--- src/rtl/adc_sched_pkg.sv ---
// -----------------------------------------------------------------------------
// adc_sched_pkg
// Shared definitions for the ADC acquisition sequencer (adc_sample_sched):
//   - default widths of the converted word, sample counter and period counter
//   - default minimum trigger spacing and conversion timeout
//   - sequencer state encoding
// -----------------------------------------------------------------------------
package adc_sched_pkg;

   localparam int ADC_W_DEF       = 12;
   localparam int CNT_W_DEF       = 12;
   localparam int PER_W_DEF       = 16;
   localparam int MIN_PERIOD_DEF  = 40;
   localparam int TIMEOUT_CYC_DEF = 4095;

   typedef enum logic [2:0] {
      IDLE = 3'd0,
      TRIG = 3'd1,
      WAIT = 3'd2,
      PACE = 3'd3,
      DONE = 3'd4
   } state_t;

endpackage

--- src/rtl/adc_period_timer.sv ---
// -----------------------------------------------------------------------------
// adc_period_timer
// Trigger-spacing down-counter. Holds the run period (clamped to MIN_PERIOD)
// and counts down from period-1 after every reload, stopping at zero.
//
// Ports:
//   clk_in  : system clock
//   rst     : asynchronous active-high reset
//   latch   : capture a new period from `period` (start cycle of a run)
//   period  : requested period in clk_in cycles
//   reload  : load the counter with period-1 (uses the incoming period when
//             latch is asserted in the same cycle)
//   en      : count down while the counter is non-zero
//   zero    : counter is at zero
// -----------------------------------------------------------------------------
module adc_period_timer #(
   parameter int PER_W      = 16,
   parameter int MIN_PERIOD = 40
) (
   input  logic             clk_in,
   input  logic             rst,
   input  logic             latch,
   input  logic [PER_W-1:0] period,
   input  logic             reload,
   input  logic             en,
   output logic             zero
);

   logic [PER_W-1:0] per_q, per_d;
   logic [PER_W-1:0] cnt_q, cnt_d;
   logic [PER_W-1:0] per_eff;

   function automatic logic [PER_W-1:0] clamp_period(input logic [PER_W-1:0] p);
      if (p < PER_W'(MIN_PERIOD)) begin
         return PER_W'(MIN_PERIOD);
      end
      return p;
   endfunction

   always_comb begin
      per_d   = per_q;
      cnt_d   = cnt_q;
      // The first trigger of a run is loaded in the same cycle the period is
      // latched, so the clamped input bypasses the register then.
      per_eff = latch ? clamp_period(period) : per_q;
      if (latch) begin
         per_d = per_eff;
      end
      if (reload) begin
         cnt_d = per_eff - 1'b1;
      end else if (en && (cnt_q != '0)) begin
         cnt_d = cnt_q - 1'b1;
      end
   end

   always_ff @(posedge clk_in or posedge rst) begin
      if (rst) begin
         per_q <= '0;
         cnt_q <= '0;
      end else begin
         per_q <= per_d;
         cnt_q <= cnt_d;
      end
   end

   assign zero = (cnt_q == '0);

endmodule

--- src/rtl/adc_sample_sched.sv ---
// -----------------------------------------------------------------------------
// adc_sample_sched
// Acquisition sequencer in front of the serial ADC controller. Issues timed
// one-cycle conversion-start pulses, captures each converted word on the rising
// edge of adc_ready and presents it on a valid/ready stream. Counts samples per
// run, flags dropped samples (overrun) and conversions that never complete
// (timeout).
//
// Optional build macro ADC_SCHED_AVG_EN: every four completions are summed and
// one word (sum>>2) is produced; n_samples then counts output words.
//
// Ports:
//   clk_in    : system clock
//   rst       : asynchronous active-high reset
//   start     : one-cycle run request, ignored while busy
//   stop      : abort the current run
//   n_samples : samples per run, 0 = continuous until stop
//   period    : clk_in cycles between conversion starts (latched at start)
//   adc_ready : conversion-complete level from the ADC controller
//   adc_data  : converted word from the ADC controller
//   adc_ctrl  : one-cycle conversion-start pulse
//   out_data  : captured sample
//   out_valid : sample available
//   out_ready : consumer accepts sample
//   busy      : run in progress
//   done      : one-cycle end-of-run pulse
//   overrun   : sticky, a sample was dropped
//   timeout   : sticky, a conversion never completed
// -----------------------------------------------------------------------------
module adc_sample_sched
   import adc_sched_pkg::*;
#(
   parameter int ADC_W       = ADC_W_DEF,
   parameter int CNT_W       = CNT_W_DEF,
   parameter int PER_W       = PER_W_DEF,
   parameter int MIN_PERIOD  = MIN_PERIOD_DEF,
   parameter int TIMEOUT_CYC = TIMEOUT_CYC_DEF
) (
   input  logic             clk_in,
   input  logic             rst,
   input  logic             start,
   input  logic             stop,
   input  logic [CNT_W-1:0] n_samples,
   input  logic [PER_W-1:0] period,
   input  logic             adc_ready,
   input  logic [ADC_W-1:0] adc_data,
   output logic             adc_ctrl,
   output logic [ADC_W-1:0] out_data,
   output logic             out_valid,
   input  logic             out_ready,
   output logic             busy,
   output logic             done,
   output logic             overrun,
   output logic             timeout
);

   localparam int TMO_W = $clog2(TIMEOUT_CYC + 1);

   state_t           state_q, state_d;
   logic [CNT_W-1:0] n_q, n_d;
   logic [CNT_W-1:0] sample_cnt_q, sample_cnt_d;
   logic [CNT_W-1:0] cnt_nxt;
   logic [TMO_W-1:0] tmo_q, tmo_d;
   logic             stop_pend_q, stop_pend_d;
   logic             adc_ready_q;
   logic [ADC_W-1:0] out_data_q, out_data_d;
   logic             out_valid_q, out_valid_d;
   logic             overrun_q, overrun_d;
   logic             timeout_q, timeout_d;

   logic             comp;
   logic             word_ok;
   logic [ADC_W-1:0] word;
   logic             tmr_latch;
   logic             tmr_reload;
   logic             tmr_en;
   logic             tmr_zero;

`ifdef ADC_SCHED_AVG_EN
   localparam int ACC_W = ADC_W + 2;
   logic [ACC_W-1:0] acc_q, acc_d, acc_sum;
   logic [1:0]       phase_q, phase_d;
`endif

   assign comp   = adc_ready & ~adc_ready_q;
   assign tmr_en = (state_q == TRIG) || (state_q == WAIT) || (state_q == PACE);

   adc_period_timer #(
      .PER_W      (PER_W),
      .MIN_PERIOD (MIN_PERIOD)
   ) u_timer (
      .clk_in (clk_in),
      .rst    (rst),
      .latch  (tmr_latch),
      .period (period),
      .reload (tmr_reload),
      .en     (tmr_en),
      .zero   (tmr_zero)
   );

   always_comb begin
      state_d      = state_q;
      n_d          = n_q;
      sample_cnt_d = sample_cnt_q;
      tmo_d        = tmo_q;
      stop_pend_d  = stop_pend_q;
      out_data_d   = out_data_q;
      out_valid_d  = out_valid_q;
      overrun_d    = overrun_q;
      timeout_d    = timeout_q;
      tmr_latch    = 1'b0;
      tmr_reload   = 1'b0;
      word_ok      = 1'b0;
      word         = adc_data;
      cnt_nxt      = sample_cnt_q + 1'b1;
`ifdef ADC_SCHED_AVG_EN
      acc_d        = acc_q;
      phase_d      = phase_q;
      acc_sum      = acc_q + ACC_W'(adc_data);
`endif

      // Consumer pop; a capture later in this block overrides it.
      if (out_valid_q && out_ready) begin
         out_valid_d = 1'b0;
      end

      case (state_q)
         IDLE: begin
            if (start) begin
               overrun_d    = 1'b0;
               timeout_d    = 1'b0;
               sample_cnt_d = '0;
               stop_pend_d  = 1'b0;
               n_d          = n_samples;
               tmr_latch    = 1'b1;
               tmr_reload   = 1'b1;
`ifdef ADC_SCHED_AVG_EN
               acc_d        = '0;
               phase_d      = '0;
`endif
               state_d      = TRIG;
            end
         end

         TRIG: begin
            tmo_d   = '0;
            state_d = stop ? DONE : WAIT;
         end

         WAIT: begin
            if (stop) begin
               stop_pend_d = 1'b1;
            end
            if (comp) begin
`ifdef ADC_SCHED_AVG_EN
               if (phase_q == 2'd3) begin
                  word_ok = 1'b1;
                  word    = acc_sum[ACC_W-1:2];
                  acc_d   = '0;
                  phase_d = '0;
               end else begin
                  acc_d   = acc_sum;
                  phase_d = phase_q + 2'd1;
               end
`else
               word_ok = 1'b1;
`endif
               if (word_ok) begin
                  sample_cnt_d = cnt_nxt;
                  // A word still waiting for the consumer is kept; the new
                  // one is dropped but still counted.
                  if (!out_valid_q || out_ready) begin
                     out_data_d  = word;
                     out_valid_d = 1'b1;
                  end else begin
                     overrun_d = 1'b1;
                  end
               end
               if (stop || stop_pend_q ||
                   (word_ok && (n_q != '0) && (cnt_nxt == n_q))) begin
                  state_d = DONE;
               end else begin
                  state_d = PACE;
               end
            end else if (tmo_q == TMO_W'(TIMEOUT_CYC)) begin
               timeout_d = 1'b1;
               state_d   = DONE;
            end else begin
               tmo_d = tmo_q + 1'b1;
            end
         end

         PACE: begin
            if (stop) begin
               state_d = DONE;
            end else if (tmr_zero) begin
               tmr_reload = 1'b1;
               state_d    = TRIG;
            end
         end

         DONE: begin
            state_d = IDLE;
         end

         default: begin
            state_d = IDLE;
         end
      endcase
   end

   always_ff @(posedge clk_in or posedge rst) begin
      if (rst) begin
         state_q      <= IDLE;
         n_q          <= '0;
         sample_cnt_q <= '0;
         tmo_q        <= '0;
         stop_pend_q  <= 1'b0;
         adc_ready_q  <= 1'b0;
         out_data_q   <= '0;
         out_valid_q  <= 1'b0;
         overrun_q    <= 1'b0;
         timeout_q    <= 1'b0;
      end else begin
         state_q      <= state_d;
         n_q          <= n_d;
         sample_cnt_q <= sample_cnt_d;
         tmo_q        <= tmo_d;
         stop_pend_q  <= stop_pend_d;
         adc_ready_q  <= adc_ready;
         out_data_q   <= out_data_d;
         out_valid_q  <= out_valid_d;
         overrun_q    <= overrun_d;
         timeout_q    <= timeout_d;
      end
   end

`ifdef ADC_SCHED_AVG_EN
   always_ff @(posedge clk_in or posedge rst) begin
      if (rst) begin
         acc_q   <= '0;
         phase_q <= '0;
      end else begin
         acc_q   <= acc_d;
         phase_q <= phase_d;
      end
   end
`endif

   // Decoded from the state register so an asynchronous reset removes a
   // conversion-start pulse immediately.
   assign adc_ctrl  = (state_q == TRIG);
   assign done      = (state_q == DONE);
   assign busy      = (state_q != IDLE);
   assign out_data  = out_data_q;
   assign out_valid = out_valid_q;
   assign overrun   = overrun_q;
   assign timeout   = timeout_q;

endmodule

--- config.mk ---
export PLATFORM = sky130hd
export DESIGN_NAME = adc_sample_sched
export DESIGN_NICKNAME = d
export VERILOG_FILES = /design/src/rtl/adc_sched_pkg.sv /design/src/rtl/adc_period_timer.sv /design/src/rtl/adc_sample_sched.sv
export SDC_FILE = /design/constraint.sdc
export NUM_CORES = 1
export LEC_CHECK = 0
export BUFFER_PORTS_ARGS = -buffer_cell sky130_fd_sc_hd__buf_2
export CORE_UTILIZATION = 58
export CTS_CLUSTER_SIZE = 8
export DETAILED_ROUTE_END_ITERATION = 7
export GPL_ROUTABILITY_DRIVEN = 0
export PLACE_DENSITY = 0.76
export RECOVER_POWER = 100
export SLEW_MARGIN = 20
export SYNTH_ARGS = -nofsm -noshare
export SYNTH_HDL_FRONTEND = slang
export SYNTH_SLANG_ARGS = --single-unit
export TNS_END_PERCENT = 100
--- constraint.sdc ---
create_clock -name clk_in -period 4.2 [get_ports clk_in]
set_clock_uncertainty 0.05 [all_clocks]
set_input_delay 0.21 -clock clk_in [delete_from_list [all_inputs] [get_ports clk_in]]
set_output_delay 0.21 -clock clk_in [all_outputs]
set_load 0.1 [all_outputs]
* Word level (Yosys, flattened, before mapping)
Index checks and enable logic that the tools add are counted.
** Cells by class
- Reduce and logical (&&, ||, !) cells :: 25
- Mux-type cells :: 38
- Bitwise operators :: 2
- Order comparisons :: 1
- Add/sub/neg operators :: 4
- Equality and inequality tests :: 15
** Operator list (count)
- two-way mux 16 bit :: 5
- two-way mux 12 bit :: 4
- case mux 12 bit (2 select lines) :: 2
- subtractor 16 x 1 -> 16 bit, second input constant :: 2
- adder 12 x 1 -> 12 bit, second input constant :: 2
- two-way mux 3 bit :: 7
- logical NOT 16 bit :: 1
- less-than comparator 16 x 6 -> 1 bit, second input constant :: 1
- nonzero test 16 bit :: 1
- two-way mux 1 bit :: 15
- AND reduction 3 bit :: 5
- == test 12 bit :: 1
- == test 12 bit, second input constant :: 1
- != test 2 bit, second input constant :: 6
- case mux 3 bit (4 select lines) :: 1
- nonzero test 12 bit :: 1
- case mux 1 bit (2 select lines) :: 4
- AND reduction 4 bit :: 2
- == test 3 x 2 -> 1 bit, second input constant :: 2
- nonzero test 2 bit :: 3
- logical OR 1 bit :: 5
- == test 3 x 1 -> 1 bit, second input constant :: 1
- == test 3 bit, second input constant :: 1
- logical AND 1 bit :: 3
- 9 further kinds :: 9
** Word-level totals
- Logic and storage cells :: 97
- Output and inout bits :: 18
- Bits of input ports :: 46
- Register bits after elaboration :: 88

* Depth between registers and ports, before layout
Gate-level depths: netlist of run 1.
- Word-level depth :: 7
- Mapped depth :: 13
- Mapped depth without buffers :: 10

* Modules after synthesis
From an unflattened synthesis of run 1, not the netlist that was laid out.
** Unflattened totals
- Cells, all modules :: 477
- Area total of the unflattened synthesis :: 4779.6 µm²
** By module, submodules not included
- adc_sample_sched :: area an instance 2805.2 µm², cells each 274, sequential area each 1401.3 µm², times used 1
- adc_period_timer :: area an instance 1974.4 µm², cells each 203, sequential area each 800.8 µm², times used 1

* Least setup slack after synthesis of run 1
No wires, ideal clock.
- Kind :: reg-to-reg
- From :: register state_q[1]
- To :: register u_timer.cnt_q[12]
- Clock period less this slack :: 3083 ps
- Library setup time :: 120 ps
- Data required time :: 4030 ps
- Path slack :: 1117 ps
- Stages on the path, launching flop included :: 13
- Arrival time :: 2913 ps
- Path buffers :: 4
- Path through :: dfrtp_1 buf_6 or4b_4 buf_6 o21ai_2 buf_2 buf_2 mux2i_1 ha_1 o21a_2 nand3b_4 a2111o_1 and3_1
** Between the ends
- Word-level cells in the longest chain between the ends :: 5
- Elaborated cells on any way between the ends :: 13
- Classes of those cells :: add/sub (1); eq/ne (3); mux (4); reduce/logical (5)
** Ends and longest elaborated chain
- start: declaration :: line adc_sample_sched.sv:59 : state_t state_q, state_d;
- start signal: assignment :: line adc_sample_sched.sv:225 : state_q <= state_d;
- logical NOT 3 bit (tied with other cells) :: line adc_sample_sched.sv:127 : case (state_q)
- two-way mux 1 bit / logical OR 1 bit (equally long branches) :: line adc_sample_sched.sv:127, adc_sample_sched.sv:86
- two-way mux 16 bit / logical OR 1 bit (equally long branches) :: line adc_period_timer.sv:45, adc_sample_sched.sv:86
- subtractor 16 x 1 -> 16 bit / logical AND 1 bit (equally long branches) :: line adc_period_timer.sv:50, adc_period_timer.sv:51
- two-way mux 16 bit / nonzero test 2 bit (equally long branches)
- end signal: assignment :: line adc_period_timer.sv:62 : cnt_q <= cnt_d;
- end: declaration :: line adc_period_timer.sv:30 : logic [PER_W-1:0] cnt_q, cnt_d;
Parallel ways exist; a longest one is shown, timed or not.
A chain may end at the register's enable or synchronous reset.

* Worst setup path after layout of run 1
- From :: register state_q[2]
- To :: register u_timer.cnt_q[9]
Same word-level chain as after synthesis.

==> flow_metrics.py, run 1 <==
metrics = {
    "placed_design": {
        "buffer_ports.inserted": 63,
        "dp_hpwl_um": 7871,
        "postPlaceCellArea_sq_mm": 0.005176,
    },
    "sta": {
        "fin_setup_tns_ps": 0,
        "hold_viol_final": 1,
        "period_minus_slack_ps": 3548,
        "grt_setup_unrepaired": "no",
        "slew_headroom_pct": -63.17,
        "setup_violations": 0,
        "post-route-period-util_pct": 84.47,
        "drv_slew": 91,
        "worstMarginPinSlew_ps": 2434,
        "timing.hold.ws_ps": -0.2378,
        "clock.fmax_mhz": 281.9,
    },
    "grt": {
        "grt_pass1_wl_um": 18560,
        "grt_usage_pct": 27.78,
        "grt_max_degree": 57,
        "grt.overflow.total": 0,
        "grt_antenna_before_repair": 0,
        "grt_pass1_vias": 3827,
    },
    "routing": {
        "routedWlPerCell_um": 16.05,
        "wirelength_um": 11100,
        "drc": 0,
        "firstDrtPassIters": 5,
        "dr.first_iter.drc_count": 184,
        "drtAntennaViolNets": 0,
        "num_vias": 4051,
        "viasPerCell": 5.854,
    },
    "clocking": {
        "cts_buffer_depth": 2,
        "cts_tree": "built",
        "clockRootBuffer": "clkbuf_8",
        "ctsHtreeMaxLevel": 3,
        "cts_num_sinks": 88,
        "cts_resized": 0,
        "cts_made_buffers": 9,
        "clock_latency_ps": 370,
        "clk_pin_slew_ps": 90,
    },
    "logic_synthesis": {
        "synth.most_common_cell": "nand2_1",
        "synth_cells": 523,
        "synthFlopType": "dfrtp_1",
        "ys_top_cells_by_area": "dfrtp_1, nand2_1, nor2_1, mux2_2, xnor2_1",
        "synth_edf_count": 0,
        "syn_nets": 572,
        "syn_area_sq_mm": 0.004797,
        "yosysTopAreaCell": "dfrtp_1",
        "synth-seq-cells": 88,
        "yosysWarnings": 0,
        "synth.distinct_cells": 65,
        "synth_top_cells_by_count": "nand2_1, dfrtp_1, nor2_1, o21ai_0",
        "ys_async_sr_fraction_pct": 100.0,
        "synth_seq_area_share_pct": 45.91,
        "synth_top_cell_area_share_pct": 45.91,
        "synth_area_per_cell_sq_um": 9.172,
    },
    "critical_path": {
        "cp_data_required_time_ps": 4450,
        "crit_arrival_ps": 3800,
        "rr_worst_depth": 8,
        "r2r-start": "state_q[2]",
        "start_kind": "flop",
        "endpoint_kind": "flop",
        "crit_fanout": 38,
        "crit_path_start": "state_q[2]",
        "criticalPathCategory": "flop to flop",
    },
    "pwr": {
        "vdd_drop_max_mv": 0.7051,
        "p_per_area_mw_per_mm2": 741.5,
        "p_leak_nw": 2.359,
    },
    "die": {
        "die_h_um": 92.95,
        "coreArea_sq_mm": 0.007848,
        "start_util_pct": 61.13,
        "ios": 64,
        "dieArea_sq_mm": 0.008639,
        "die_width_um": 92.95,
        "fp-row-count": 32,
    },
    "run_status": {
        "violations": "negative hold slack, max-capacitance violations, max-slew violations",
        "status": "finished with violations",
    },
    "layout": {
        "area_growth_pct": 12.21,
        "design_area_sq_mm": 0.005383,
        "drive_gt1_share_pct": 15.25,
        "n_antenna_cell": 0,
        "final_nets": 635,
    },
    "hold_path": {
        "min_from": "n_samples[8]",
        "hp-class": "input port to flop",
        "whs_path_depth": 3,
    },
    "job": {
        "cap_violations": 2,
    },
}
-- power breakdown --
group / total (W) / internal [W] / switching [W]
Sequential: 0.00139 / 0.00114 / 0.000254
Clock: 0.000643 / 0.000333 / 0.000310
Combinational: 0.00195 / 0.000587 / 0.00137
Total: 0.00399 / 0.00206 / 0.00193
-- stage by stage --
| step | hold WS, ps | util (%) | worst slack (ps) | power (W) | instances |
|---|---|---|---|---|---|
| 4_1_cts | 1.007 | 69.28 | 953.7 | 0.004029 | 692 |
| 3_3_place_gp | 292.5 | 65.96 | 1081 | 0.003318 | 672 |
| 3_5_place_dp | 295.8 | 65.96 | 959.4 | 0.003373 | 672 |
| 6_report | -0.2378 | 68.59 | 652.3 | 0.003991 | 692 |
| 5_1_grt | 4.237 | 68.59 | 546.5 | 0.004249 | 692 |
| 2_1_floorplan | 191.4 | - | 1117 | 0.002963 | 523 |
-- layer usage --
metal	up-vias	part of all wire, %	track usage (%)
met3	17	5.8	5.501
met4	0	1.5	7.436
met5	-	0	0
met2	130	46	43.01
li1	1957	-	-
met1	1947	46	39.92
-- flip-flops by register name, indices dropped and copies added, names as in the netlist --
register,flops
timeout,1
adc_ready_q,1
overrun,1
out_data,12
out_valid,1
tmo_q,12
u_timer.cnt_q,16
u_timer.per_q,16
n_q,12
sample_cnt_q,12
state_q,3
stop_pend_q,1
-- logic make-up (layout without fill, tap and decap cells) --
family | after synthesis | count (layout) | share of synthesized area [%]
AOI/OAI and AO/OA | 100 | 100 | 14.19
xor gates and xnor gates | 32 | 32 | 5.842
DFF | 88 | 88 | 45.91
buffers and inverters | 29 | 96 | 2.843
muxes | 23 | 23 | 5.295
adders and majority gates | 3 | 3 | 0.7826
and+or+nand+nor | 248 | 248 | 25.14
-- placed cells by master, fill, tap and decap left out, types with 3 or more instances in the layout --
| cell | count |
|---|---|
| a2111oi_0 | 3 |
| a211o_1 | 3 |
| a21oi_1 | 16 |
| a22o_1 | 4 |
| and3_1 | 4 |
| buf_2 | 44 |
| buf_4 | 4 |
| clkbuf_1 | 22 |
| clkbuf_8 | 9 |
| dfrtp_1 | 88 |
| dlygate4sd3_1 | 5 |
| ha_1 | 3 |
| inv_1 | 6 |
| mux2_2 | 14 |
| mux2i_1 | 6 |
| nand2_1 | 106 |
| nand2b_1 | 5 |
| nand3_1 | 20 |
| nand4_1 | 13 |
| nor2_1 | 56 |
| nor2b_1 | 5 |
| nor3_1 | 8 |
| nor3b_1 | 4 |
| nor4_1 | 6 |
| o211ai_1 | 3 |
| o21a_1 | 5 |
| o21ai_0 | 36 |
| o21ai_1 | 5 |
| o31ai_1 | 4 |
| or3_1 | 6 |
| xnor2_1 | 20 |
| xor2_1 | 12 |
-- layout make-up --
type	count	area (sq um)
Multi-Input combinational cell	406	2436
Sequential cell	88	2202
Fill cell	673	2465
Inverter	7	27.53
Timing Repair Buffer	74	379.1
Clock buffer	10	127.6
Clock inverter	5	82.58
Tap cell	102	127.6
-- path summary, 6_finish.rpt --
| kind | slack [ps] | end |
|---|---|---|
| setup reg to reg | 650 | u_timer.cnt_q[9] |
| hold reg to reg | 450 | overrun |
| min in group asynchronous | 440 | u_timer.per_q[0] |
| setup / recovery | 650 | u_timer.cnt_q[9] |
| hold / removal | -0.2 | n_q[8] |
| max in group asynchronous | 1290 | sample_cnt_q[3] |
-- what timing repair did --
action                                 CTS  global route
hold buffers                             5             0
endpoints found under the hold margin    5             0
setup buffers                            0             0
-- worst max-delay path: stages (launching register included) --
cell and delay, ps:
dfrtp_1 470, or4b_4 810, o21ai_0 200, buf_4 320
nor2_1 100, o21ai_0 840, nor2b_1 270, a211o_1 370
nand3_1 70
No activity file was read; power rests on OpenSTA's default activity.
==> run 2: changes to the inputs <==
--- a/config.mk
+++ b/config.mk
@@ -6,11 +6,11 @@
 export NUM_CORES = 1
 export LEC_CHECK = 0
 export BUFFER_PORTS_ARGS = -buffer_cell sky130_fd_sc_hd__buf_2
-export CORE_UTILIZATION = 58
+export CORE_UTILIZATION = 52
 export CTS_CLUSTER_SIZE = 8
 export DETAILED_ROUTE_END_ITERATION = 7
 export GPL_ROUTABILITY_DRIVEN = 0
-export PLACE_DENSITY = 0.76
+export PLACE_DENSITY = 0.72
 export RECOVER_POWER = 100
 export SLEW_MARGIN = 20
 export SYNTH_ARGS = -nofsm -noshare
==> constraint.sdc (replaced) <==
create_clock -name clk_in -period 3.26 [get_ports clk_in]
set_clock_uncertainty 0.05 [all_clocks]
set_input_delay 0.163 -clock clk_in [delete_from_list [all_inputs] [get_ports clk_in]]
set_output_delay 0.163 -clock clk_in [all_outputs]
set_load 0.1 [all_outputs]
==> run 2 against run 1 <==
  * The run ends with design-rule violations, max-capacitance violations, max-slew violations left
  * Register-to-register slack got worse by 420 ps
  * Sequential cell count unchanged
  * Power rose by 30%
  * Hold slack improved by 18 ps
  * Global-route usage fell by 1.2 points
  * Clock-buffer cell count up 1
  * First-iteration DRC count increased by 18%
  * Largest power group unchanged
  * Highest routed layer unchanged
==> flow_metrics.py, run 2 (synthesis results as in run 1) <==
metrics = {
    "grt": {
        "grt.overflow.total": 0,
        "grt_max_degree": 62,
        "grt_pass1_wl_um": 20340,
        "grt_antenna_before_repair": 0,
        "grt_pass1_vias": 4335,
        "grt_usage_pct": 26.63,
    },
    "die": {
        "fp-row-count": 34,
        "die_h_um": 98.05,
        "ios": 64,
        "start_util_pct": 54.48,
        "die_width_um": 98.05,
        "dieArea_sq_mm": 0.009613,
        "coreArea_sq_mm": 0.008806,
    },
    "layout": {
        "design_area_sq_mm": 0.005669,
        "area_growth_pct": 18.18,
        "fillers": 755,
        "reg_top3": "u_timer.cnt_q (16), u_timer.per_q (16)",
        "drive_gt1_share_pct": 15.35,
        "final_nets": 663,
        "n_antenna_cell": 0,
        "layout_commonest_cell": "nand2_1",
        "mostFrequentLayoutCells": "nand2_1, dfrtp_1, nor2_1, buf_2, o21ai_0",
    },
    "sta": {
        "hold_viol_final": 0,
        "worstMarginPinSlew_ps": 2320,
        "slew_headroom_pct": -54.84,
        "grt_setup_unrepaired": "no",
        "fin_setup_tns_ps": 0,
        "post-route-period-util_pct": 92.74,
        "clock.fmax_mhz": 330.8,
        "drv_slew": 62,
        "period_minus_slack_ps": 3023,
        "setup_violations": 0,
    },
    "clocking": {
        "postCtsSetupRepairBufs": 0,
        "cts_num_sinks": 88,
        "clockRootBuffer": "clkbuf_8",
        "clock_latency_ps": 360,
        "cts_buffer_depth": 2,
        "cts_made_buffers": 9,
        "cts_tree": "built",
        "clk_pin_slew_ps": 90,
        "ctsHtreeMaxLevel": 3,
    },
    "critical_path": {
        "crit_fanout": 20,
        "endpoint_kind": "flop",
        "cp_data_required_time_ps": 3470,
        "crit_arrival_ps": 3230,
        "criticalPathCategory": "flop to flop",
        "r2r-start": "state_q[2]",
        "start_kind": "flop",
        "crit_path_start": "state_q[2]",
    },
    "placed_design": {
        "postPlaceCellArea_sq_mm": 0.005214,
        "buffer_ports.inserted": 63,
        "dp_hpwl_um": 8395,
    },
    "routing": {
        "drc": 2,
        "num_vias": 4206,
        "viasPerCell": 5.785,
        "drtAntennaViolNets": 0,
        "firstDrtPassIters": 7,
        "dr.first_iter.drc_count": 218,
        "wirelength_um": 11930,
        "routedWlPerCell_um": 16.42,
    },
    "pwr": {
        "vdd_drop_max_mv": 0.6758,
        "p_leak_nw": 2.489,
        "p_per_area_mw_per_mm2": 918.0,
    },
    "hold_path": {
        "min_from": "period[0]",
        "hp-class": "input port to flop",
    },
    "run_status": {
        "violations": "design-rule violations, max-capacitance violations, max-slew violations",
        "status": "finished with violations",
    },
    "job": {
        "cap_violations": 1,
    },
}
## run 2: cell types whose count changed in the layout (fill, tap and decap cells not counted), sizes merged
| cell | before | now |
|---|---|---|
| dlygate4sd3 | 5 | 29 |
| buf | 48 | 51 |
| clkbuf | 31 | 33 |
| clkinv | 3 | 2 |
| inv | 6 | 7 |
## run 2: report_power, final
| part | switching [W] | internal, W | leakage, nW |
|---|---|---|---|
| Combinational | 0.00177 | 0.000796 | 1.26 |
| Clock | 0.000399 | 0.000433 | 0.104 |
| Sequential | 0.000337 | 0.00147 | 1.12 |
## run 2: worst paths after layout
check	endpoint	slack [ps]	cells past startpoint
min reg2reg	u_timer.per_q[13]	440	2
min	u_timer.per_q[0]	20	2
min in group asynchronous	out_data[7]	1090	3
max reg2reg	u_timer.cnt_q[12]	240	8
max in group asynchronous	tmo_q[0]	570	4
max	u_timer.cnt_q[12]	240	8
## run 2: repair_timing
action | CTS | global route
endpoints found under the hold margin | 30 | 0
hold buffers | 29 | 0
gates resized for setup | 0 | 0
## run 2: routing by layer
metal | track usage (%) | part of all wire (%)
met1 | 34.51 | 44
met3 | 4.009 | 5.1
met2 | 45.02 | 49
met5 | 0 | 0
met4 | 10.37 | 1.9
## run 2: layout make-up
type | count | area (sq um) | area share (%)
clock inverters | 5 | 81.33 | 1.435
well taps | 108 | 135.1 | 2.384
clock buffers | 11 | 131.4 | 2.317
inverters | 7 | 26.28 | 0.4635
flip-flops and latches | 88 | 2202 | 38.84
multi-input cells | 406 | 2442 | 43.08
repair buffers | 102 | 650.6 | 11.48
## run 2: per-stage QoR
step / power (W) / std cells / utilization [%] / worst slack, ps / hold slack (ps)
CTS: 0.005234 / 727 / 64.92 / 290.7 / 4.794
floorplan: 0.003817 / 523 / - / 177.2 / 144.4
global placement: 0.004314 / 682 / 59.21 / 382.0 / 249.5
finish: 0.005205 / 727 / 64.38 / 236.8 / 17.66
detailed placement: 0.004373 / 682 / 59.21 / 308.3 / 247.5
global route: 0.005533 / 727 / 64.38 / 77.53 / 19.75
## run 2: worst max-delay path: stages (launching register included)
cell,delay (ps)
dfrtp_1,470
or4b_4,740
nor2_1,200
nand2b_1,100
o21ai_1,240
nand4_1,330
nand3b_4,270
a2111o_1,340
and3_1,180
